### src/rtl/cpu_types_pkg.sv
// Shared CPU types: instruction-cache address split and controller state.
package cpu_types_pkg;

    localparam int ICACHE_SETS  = 16;
    localparam int ICACHE_IDX_W = $clog2(ICACHE_SETS);
    localparam int ICACHE_TAG_W = 30 - ICACHE_IDX_W;

    typedef struct packed {
        logic [ICACHE_TAG_W-1:0] tag;
        logic [ICACHE_IDX_W-1:0] idx;
        logic [1:0]              bytoff;
    } icachef_t;

    typedef enum logic {
        IDLE  = 1'b0,
        FETCH = 1'b1
    } icache_state_t;

endpackage

### src/rtl/icache_frame_array.sv
// Direct-mapped frame storage: one word per set with valid and tag, one
// combinational read port, one write port and a synchronous clear-all.
module icache_frame_array #(
    parameter  int SETS  = 16,
    localparam int IDX_W = $clog2(SETS),
    localparam int TAG_W = 30 - IDX_W
) (
    input  logic             CLK,
    input  logic             RST,
    input  logic             clear,
    input  logic [IDX_W-1:0] rd_idx,
    output logic             rd_valid,
    output logic [TAG_W-1:0] rd_tag,
    output logic [31:0]      rd_data,
    input  logic             wr_en,
    input  logic [IDX_W-1:0] wr_idx,
    input  logic [TAG_W-1:0] wr_tag,
    input  logic [31:0]      wr_data
);

    logic [SETS-1:0]  valid_q;
    logic [TAG_W-1:0] tag_q  [SETS];
    logic [31:0]      data_q [SETS];

    // Clear outranks a same-cycle write, so a flushed fill stays invalid.
    always_ff @(posedge CLK or posedge RST) begin
        if (RST) begin
            valid_q <= '0;
        end else if (clear) begin
            valid_q <= '0;
        end else if (wr_en) begin
            valid_q[wr_idx] <= 1'b1;
        end
    end

    always_ff @(posedge CLK) begin
        if (wr_en) begin
            tag_q[wr_idx]  <= wr_tag;
            data_q[wr_idx] <= wr_data;
        end
    end

    assign rd_valid = valid_q[rd_idx];
    assign rd_tag   = tag_q[rd_idx];
    assign rd_data  = data_q[rd_idx];

endmodule

### src/rtl/icache_direct.sv
// Direct-mapped read-only instruction cache with single outstanding miss,
// completion-cycle bypass to IF, and hit/miss performance counters.
module icache_direct
    import cpu_types_pkg::*;
#(
    parameter int SETS = 16
) (
    input  logic        CLK,
    input  logic        RST,
    input  logic        imemREN,
    input  logic [31:0] imemaddr,
    output logic        ihit,
    output logic [31:0] imemload,
    input  logic        flush,
    input  logic        iwait,
    input  logic [31:0] iload,
    output logic        iREN,
    output logic [31:0] iaddr,
    output logic [31:0] hit_count,
    output logic [31:0] miss_count,
    output logic        state_dbg
);

    localparam int IDX_W = $clog2(SETS);
    localparam int TAG_W = 30 - IDX_W;

    // Handshake: IF holds imemREN/imemaddr until ihit; memory holds iwait high
    // while busy, and iload is taken only in a FETCH cycle with iwait low.

    icache_state_t state_q, state_d;
    logic [29:0]   miss_word_q;

    logic [IDX_W-1:0] req_idx;
    logic [TAG_W-1:0] req_tag;
    logic             rd_valid;
    logic [TAG_W-1:0] rd_tag;
    logic [31:0]      rd_data;
    logic             lookup_hit;

    logic fill_we;
    logic hit_inc;
    logic miss_start;

    logic unused_bits;
    assign unused_bits = &{1'b0, imemaddr[1:0]};

    assign req_idx    = imemaddr[IDX_W+1:2];
    assign req_tag    = imemaddr[31:IDX_W+2];
    assign lookup_hit = imemREN & rd_valid & (rd_tag == req_tag);
    assign state_dbg  = state_q;

    icache_frame_array #(.SETS(SETS)) u_frames (
        .CLK      (CLK),
        .RST      (RST),
        .clear    (flush),
        .rd_idx   (req_idx),
        .rd_valid (rd_valid),
        .rd_tag   (rd_tag),
        .rd_data  (rd_data),
        .wr_en    (fill_we),
        .wr_idx   (miss_word_q[IDX_W-1:0]),
        .wr_tag   (miss_word_q[29:IDX_W]),
        .wr_data  (iload)
    );

    always_ff @(posedge CLK or posedge RST) begin
        if (RST) begin
            state_q     <= IDLE;
            miss_word_q <= '0;
        end else begin
            state_q <= state_d;
            if (miss_start) begin
                miss_word_q <= imemaddr[31:2];
            end
        end
    end

    always_comb begin
        state_d    = state_q;
        ihit       = 1'b0;
        imemload   = '0;
        iREN       = 1'b0;
        iaddr      = '0;
        fill_we    = 1'b0;
        hit_inc    = 1'b0;
        miss_start = 1'b0;
        case (state_q)
            IDLE: begin
                if (!flush) begin
                    if (lookup_hit) begin
                        ihit     = 1'b1;
                        imemload = rd_data;
                        hit_inc  = 1'b1;
                    end else if (imemREN) begin
                        miss_start = 1'b1;
                        state_d    = FETCH;
                    end
                end
            end
            FETCH: begin
                iREN  = 1'b1;
                iaddr = {miss_word_q, 2'b00};
                if (flush) begin
                    state_d = IDLE;
                end else if (!iwait) begin
                    fill_we = 1'b1;
                    state_d = IDLE;
                    // Bypass only if IF is still asking for the word being filled.
                    if (imemREN && (imemaddr[31:2] == miss_word_q)) begin
                        ihit     = 1'b1;
                        imemload = iload;
                    end
                end
            end
            default: state_d = IDLE;
        endcase
    end

    always_ff @(posedge CLK or posedge RST) begin
        if (RST) begin
            hit_count  <= '0;
            miss_count <= '0;
        end else begin
            if (hit_inc) begin
                hit_count <= hit_count + 32'd1;
            end
            if (miss_start) begin
                miss_count <= miss_count + 32'd1;
            end
        end
    end

endmodule

### config.mk
export PLATFORM = sky130hd
export DESIGN_NAME = icache_direct
export DESIGN_NICKNAME = d
export VERILOG_FILES = /design/src/rtl/cpu_types_pkg.sv /design/src/rtl/icache_frame_array.sv /design/src/rtl/icache_direct.sv
export SDC_FILE = /design/constraint.sdc
export NUM_CORES = 1
export LEC_CHECK = 0
export BUFFER_PORTS_ARGS = -buffer_cell sky130_fd_sc_hd__buf_4
export CORE_UTILIZATION = 55
export CTS_CLUSTER_DIAMETER = 50
export DETAILED_ROUTE_END_ITERATION = 10
export PLACE_DENSITY = 0.75
export SETUP_SLACK_MARGIN = 0.1
export SLEW_MARGIN = 0
export SYNTH_ARGS = -nofsm -noshare
export SYNTH_HDL_FRONTEND = slang
export SYNTH_SLANG_ARGS = --single-unit
### constraint.sdc
create_clock -name CLK -period 5.6 [get_ports CLK]
set_input_delay 1.12 -clock CLK [delete_from_list [all_inputs] [get_ports CLK]]
set_output_delay 1.12 -clock CLK [all_outputs]
set_load 0.05 [all_outputs]
==> results.toml, run 1 <==
[outcome]
status = "complete, but fails checks"
violations = "negative setup slack"

[route]
drt_iter0_markers = 2801
drcViolationCount = 0
postRouteAntennaNets = 0
drt-total-wl_mm = 101
firstDrtPassIters = 5
vias = 21962
wl_per_cell_um = 29.4
vias_per_cell = 6.35

[floorplan]
fp-row-count = 100
dieHeight_um = 277
dieArea_mm2 = 0.0765
initial_utilization_pct = 55.6
die_width_um = 277
core_area_mm2 = 0.0746
num_io_pins = 200

[global_routing]
antenna_found_initial = 0
grt_overflow = 0
grt_max_degree = 67
grt_pass1_vias = 22699
grt_pass1_wl_mm = 150
track_usage_pct = 26.8

[final_layout]
seq_area_mm2 = 0.0306
fin_area_mm2 = 0.0493
n_antenna_cell = 0
final_net_count = 2467
layout-drive-gt1-share_pct = 33.6
multi_input_area_mm2 = 0.0106
area_growth_pct = 18.9
fill_cells = 4795

[setup_path]
endpoint_kind = "output port"
critPathArrivalTime_ns = 4.60
r2r_slack_ns = 1.37
slowest_stage = "or4b_4"
r2r-start = "u_frames.tag_q[13][1]$_DFFE_PP_"
reg2reg_depth = 12
cp_common_cell = "buf_12"
rr_endpoint = "hit_count[24]$_DFFE_PP0P_"
start_kind = "primary input"
critical_path.max_stage_delay_ns = 0.56
critical_path.max_fanout = 6
crit_type = "in2out"
path_cells = "buf_12 -> buf_12 -> clkbuf_16 -> mux4_2 -> mux4_2 -> xor2_2 -> or3_1 -> or3_1 -> or4b_4 -> buf_12 -> buf_12 -> buf_12 -> o21ai_4 -> buf_6"
cp_data_required_time_ns = 4.48

[timing]
slew_viol_final = 0
timing.final.ws_setup_ns = -0.118
whs_ns = 0.487
setup_violations = 32
finalHoldViolCount = 0
relSlewSlack_pct = 30.0
max_freq_ghz = 0.175
post-route-period-util_pct = 102
tightest_slew_ns = 1.05
rsz0062_at_grt = "true"
finalCriticalPeriod_ns = 5.72
fin_skew_ns = 0.0251

[placed_design]
hpwlAfterDp_mm = 53.2
gp_congestion = 0.851
portBuffers = 195
place_ws_ns = -0.207
placed_cell_area_mm2 = 0.0450

[clocking]
clock_path_buffers = 3
cts_tree = "yes"
numCtsBuffers = 105
htreeDepth = 3
cts-hold-fix-buffers = 0
clk_latency_ns = 0.67
clk_pin_slew_worst_paths_ns = 0.06
cts_root_buffer = "clkbuf_16"
clock-sinks = 1039

[synthesis]
syn_inst = 2075
ys.flop_type = "edfxtp_1"
synth_edf_count = 928
synth.distinct_cells = 53
synth-seq-cells = 1039
async_reset_ff_share_pct = 10.7
netlist_area_mm2 = 0.0415
yosysWarnings = 0
ys_seq_area_share_pct = 73.9
syn_avg_cell_area_um2 = 20.0

[worst_hold_path]
min_path_type = "reg2reg"
whs_path_depth = 1
whs_endpoint = "hit_count[12]$_DFFE_PP0P_"
worstHoldStart = "hit_count[12]$_DFFE_PP0P_"

[power]
finalPower_mw = 17.3
irDropWorstVdd_mv = 0.236
power.leakage_nw = 17.0
power.density_mw_per_mm2 = 352

[job]
maxCapViolCount = 0
-- per-layer routing --
layer / vias to the layer above / global-route usage [%] / routed length [um]
li1: 8985 / - / -
met1: 11613 / 37.6 / 39400
met2: 1180 / 43.6 / 51000
met3: 184 / 4.31 / 8560
met4: 0 / 8.72 / 2530
met5: - / 0 / 0
-- cells in the mapped netlist, types with 35 or more instances --
cell type	instances	area share, %
edfxtp_1	928	67
mux4_2	254	14
dfrtp_1	111	6.7
nor2_1	74	0.67
mux2i_1	73	1.8
nand2_1	72	0.65
xnor2_1	70	1.5
xor2_1	47	0.99
inv_1	45	0.41
clkbuf_1	42	0.38
nand3_1	40	0.48
o21ai_0	36	0.43
and2_1	35	0.53
-- where the power goes --
part / switching (mW) / internal (mW)
clock network: 2.98 / 4.24
registers: 0.267 / 8.68
logic: 0.662 / 0.489
total: 3.91 / 13.4
-- flip-flops by register name, summed over array words and instances, names as in the netlist --
name              cells
miss_word_q          30
state_dbg             1
u_frames.data_q     512
hit_count            32
u_frames.tag_q      416
u_frames.valid_q     16
miss_count           32
-- per-stage QoR --
stage / utilization, % / TNS, ns / std cells
final: 66.1 / -1.33 / 3456
after global routing: 66.1 / -3.56 / 3456
after CTS: 65.8 / -1.58 / 3445
after detailed placement: 60.3 / -2.35 / 3237
after global placement: 60.3 / -3.08 / 3237
after floorplan: - / -13.22 / 2076
-- logic make-up after synthesis --
| group | count (synthesis) | synth area share [%] |
|---|---|---|
| buffers and inverters | 147 | 1.57 |
| AOI/OAI and AO/OA | 69 | 1.08 |
| adders and majority gates | 2 | 0.0603 |
| xor gates and xnor gates | 117 | 2.47 |
| and+or+nand+nor | 335 | 4.18 |
| DFF | 1039 | 73.9 |
| other | 1 | 0.00904 |
| muxes | 365 | 16.7 |
-- worst max-delay path by stage --
stage	slack, ns	end	depth (start not counted)	startpoint
2_1_floorplan	-0.69	imemload[24]	12	imemaddr[4]
3_3_place_gp	-0.22	imemload[22]	15	imemaddr[4]
3_5_place_dp	-0.21	imemload[28]	13	imemaddr[4]
4_1_cts	-0.15	imemload[14]	16	imemaddr[4]
5_1_grt	-0.19	imemload[13]	12	imemaddr[2]
6_report	-0.12	imemload[14]	14	imemaddr[4]
-- repair_timing --
item,CTS,global route
gates cloned,3,1
setup buffers,7,11
pin swaps,16,18
setup endpoints to repair,33,33
endpoints found under the hold margin,0,0
gates resized for setup,97,25
-- layout by cell type (no fill, tap or decap), types with 10 or more instances in the layout --
| cell | n |
|---|---|
| bufinv_16 | 15 |
| o21ai_4 | 23 |
| clkinv_1 | 13 |
| clkinv_2 | 19 |
| edfxtp_1 | 928 |
| dfrtp_1 | 111 |
| and2_1 | 35 |
| buf_4 | 238 |
| mux2i_1 | 73 |
| nor2_4 | 12 |
| nand3_1 | 39 |
| and3_1 | 10 |
| xor2_1 | 46 |
| nor3_1 | 18 |
| xnor2_1 | 68 |
| mux2_2 | 34 |
| clkbuf_1 | 23 |
| mux4_2 | 257 |
| nand4_1 | 19 |
| buf_6 | 36 |
| buf_12 | 33 |
| nor2_1 | 62 |
| nand2_1 | 71 |
| clkbuf_16 | 107 |
| inv_1 | 43 |
-- worst max-delay path, delay by kind of cell --
family | cells | cell delay (ns)
compound gates | 1 | 0.12
xor+xnor | 1 | 0.20
buf+inv | 7 | 1.03
mux | 2 | 0.84
simple gates | 3 | 1.26
-- final cells by class --
type                            instances  share of cell area (%)
Clock inverter                         66                    1.61
Multi-Input combinational cell        890                    21.6
Timing Repair Buffer                  315                    6.15
Inverter                               45                   0.353
Clock buffer                          132                    5.64
Tap cell                              969                    2.46
Sequential cell                      1039                    62.2
Note: power is estimated with default switching activity, not from simulation.
==> run 2: changes to the inputs <==
Settings changed: GPL_TIMING_DRIVEN set to 0.
==> results.toml, run 2 (same netlist as run 1, synthesis figures left out) <==
[floorplan]
dieArea_mm2 = 0.0765
initial_utilization_pct = 55.6
fp-row-count = 100
core_area_mm2 = 0.0746
num_io_pins = 200
dieHeight_um = 277
die_width_um = 277

[timing]
finalSetupTns_ns = -2.42
finalHoldViolCount = 0
whs_ns = 0.489
post-route-period-util_pct = 102
finalCriticalPeriod_ns = 5.72
timing.final.ws_setup_ns = -0.119
setup_violations = 33
fin_skew_ns = 0.0205
max_freq_ghz = 0.175
tightest_slew_ns = 1.15
relSlewSlack_pct = 23.1
slew_viol_final = 0
rsz0062_at_grt = "true"

[setup_path]
critPathLaunch = "imemaddr[4]"
cp_data_required_time_ns = 4.48
crit_type = "in2out"
critical_path.max_fanout = 10
start_kind = "primary input"
r2r-start = "u_frames.tag_q[14][1]$_DFFE_PP_"
critPathArrivalTime_ns = 4.60
endpoint_kind = "output port"

[route]
drt_iter0_markers = 2906
vias_per_cell = 6.50
wl_per_cell_um = 31.3
postRouteAntennaNets = 0
drt-total-wl_mm = 110
drcViolationCount = 0
firstDrtPassIters = 5
vias = 22796

[placed_design]
hpwlAfterDp_mm = 68.5
gp_congestion = 0.911
portBuffers = 191
place_ws_ns = -2.36
placed_cell_area_mm2 = 0.0457

[final_layout]
most-common-layout-cells = "928 x edfxtp_1, 257 x mux4_2, 179 x buf_4"
reg_top3 = "u_frames.data_q (512), u_frames.tag_q (416)"
final_net_count = 2516
largest-register = "u_frames.data_q"
fin_area_mm2 = 0.0505
final_common_cell = "edfxtp_1"
area_growth_pct = 21.7
layout-drive-gt1-share_pct = 34.6
largest_reg_flops = 512

[global_routing]
grt_pass1_vias = 23620
track_usage_pct = 29.0
grt_max_degree = 58
grt_pass1_wl_mm = 159
antenna_found_initial = 4
grt_overflow = 0

[clocking]
numCtsBuffers = 106
clk_pin_slew_worst_paths_ns = 0.06
clock_path_buffers = 3
clk_latency_ns = 0.68
cts_root_buffer = "clkbuf_16"
clock-sinks = 1039
htreeDepth = 3
cts_tree = "yes"

[power]
power.switching_mw = 4.02
pwr-share-seq_pct = 51.0
irDropWorstVdd_mv = 0.284
p_clk_share_pct = 42.0
power.leakage_nw = 17.4
pwr-share-comb_pct = 7.0
switching_share_pct = 23.0
power.density_mw_per_mm2 = 346
p_int_mw = 13.5

[outcome]
status = "complete, but fails checks"
violations = "negative setup slack"

[job]
maxCapViolCount = 0

[worst_hold_path]
min_path_type = "in2async"
[run 2: cell types whose count changed in the layout (fill, tap and decap cells not counted), moves of 5 or more]
cell / previous run / this run
clkbuf_4: 0 / 7
clkinv_1: 13 / 24
buf_12: 33 / 39
buf_8: 3 / 13
clkbuf_8: 3 / 9
clkdlybuf4s15_2: 0 / 8
buf_6: 36 / 42
clkbuf_2: 0 / 11
clkbuf_1: 23 / 32
buf_4: 238 / 179
buf_16: 4 / 28
buf_1: 0 / 5
[run 2: cell type report]
class / instances / area [um2]
Fill cell: 4497 / 24100
Clock buffer: 125 / 2800
Antenna cell: 2 / 5.00
Sequential cell: 1039 / 30600
Tap cell: 969 / 1210
Clock inverter: 76 / 861
Multi-Input combinational cell: 890 / 10800
Timing Repair Buffer: 262 / 3030
Inverter: 45 / 178
Buffer: 101 / 968
[run 2: what timing repair did]
item / in CTS / in global routing
buffers inserted: 12 / 2
endpoints found under the setup margin: 68 / 33
pin swaps: 18 / 12
cloned: 0 / 1
hold buffers: 0 / 0
gates resized for setup: 249 / 37
[run 2: final timing paths]
kind                       cells past startpoint  slack, ns                           to
setup reg to reg                              13       1.37    hit_count[22]$_DFFE_PP0P_
hold reg to reg                                1       0.50    hit_count[27]$_DFFE_PP0P_
max in group asynchronous                      3       4.37  miss_word_q[18]$_DFFE_PP0P_
setup / recovery                              12      -0.12                 imemload[14]
min in group CLK                               1       0.50    hit_count[27]$_DFFE_PP0P_
hold / removal                                 2       0.49    hit_count[18]$_DFFE_PP0P_
[run 2: critical path, stage by stage]
cell,delay (ns)
buf_12,0.11
mux4_2,0.51
mux4_2,0.51
xnor2_2,0.22
o31ai_4,0.15
or3_1,0.37
or3_1,0.31
or4b_4,0.50
buf_12,0.19
clkbuf_16,0.20
o21ai_4,0.18
buf_6,0.18
[run 2: per-stage QoR]
| step | util, % | std cells | total power [mW] |
|---|---|---|---|
| 2_1_floorplan | - | 2076 | 9.69 |
| 3_3_place_gp | 59.4 | 3236 | 10.1 |
| 3_5_place_dp | 61.3 | 3292 | 10.2 |
| 4_1_cts | 67.4 | 3504 | 17.5 |
| 5_1_grt | 67.7 | 3509 | 17.9 |
| 6_report | 67.7 | 3509 | 17.5 |
[run 2: power groups by stage]
stage,sequential (mW),clock [mW],combinational (mW)
finish,8.93,7.34,1.22
global route,8.94,7.68,1.27
CTS,8.92,7.39,1.20
detailed placement,9.08,0,1.13
global placement,9.06,0,1.07
floorplan,9.05,0,0.641
[run 2: metal layers]
metal | track usage [%] | routed length (um)
met5 | 0 | 31
met2 | 47.8 | 54700
met4 | 12.3 | 4370
met1 | 38.0 | 39800
met3 | 5.96 | 11000
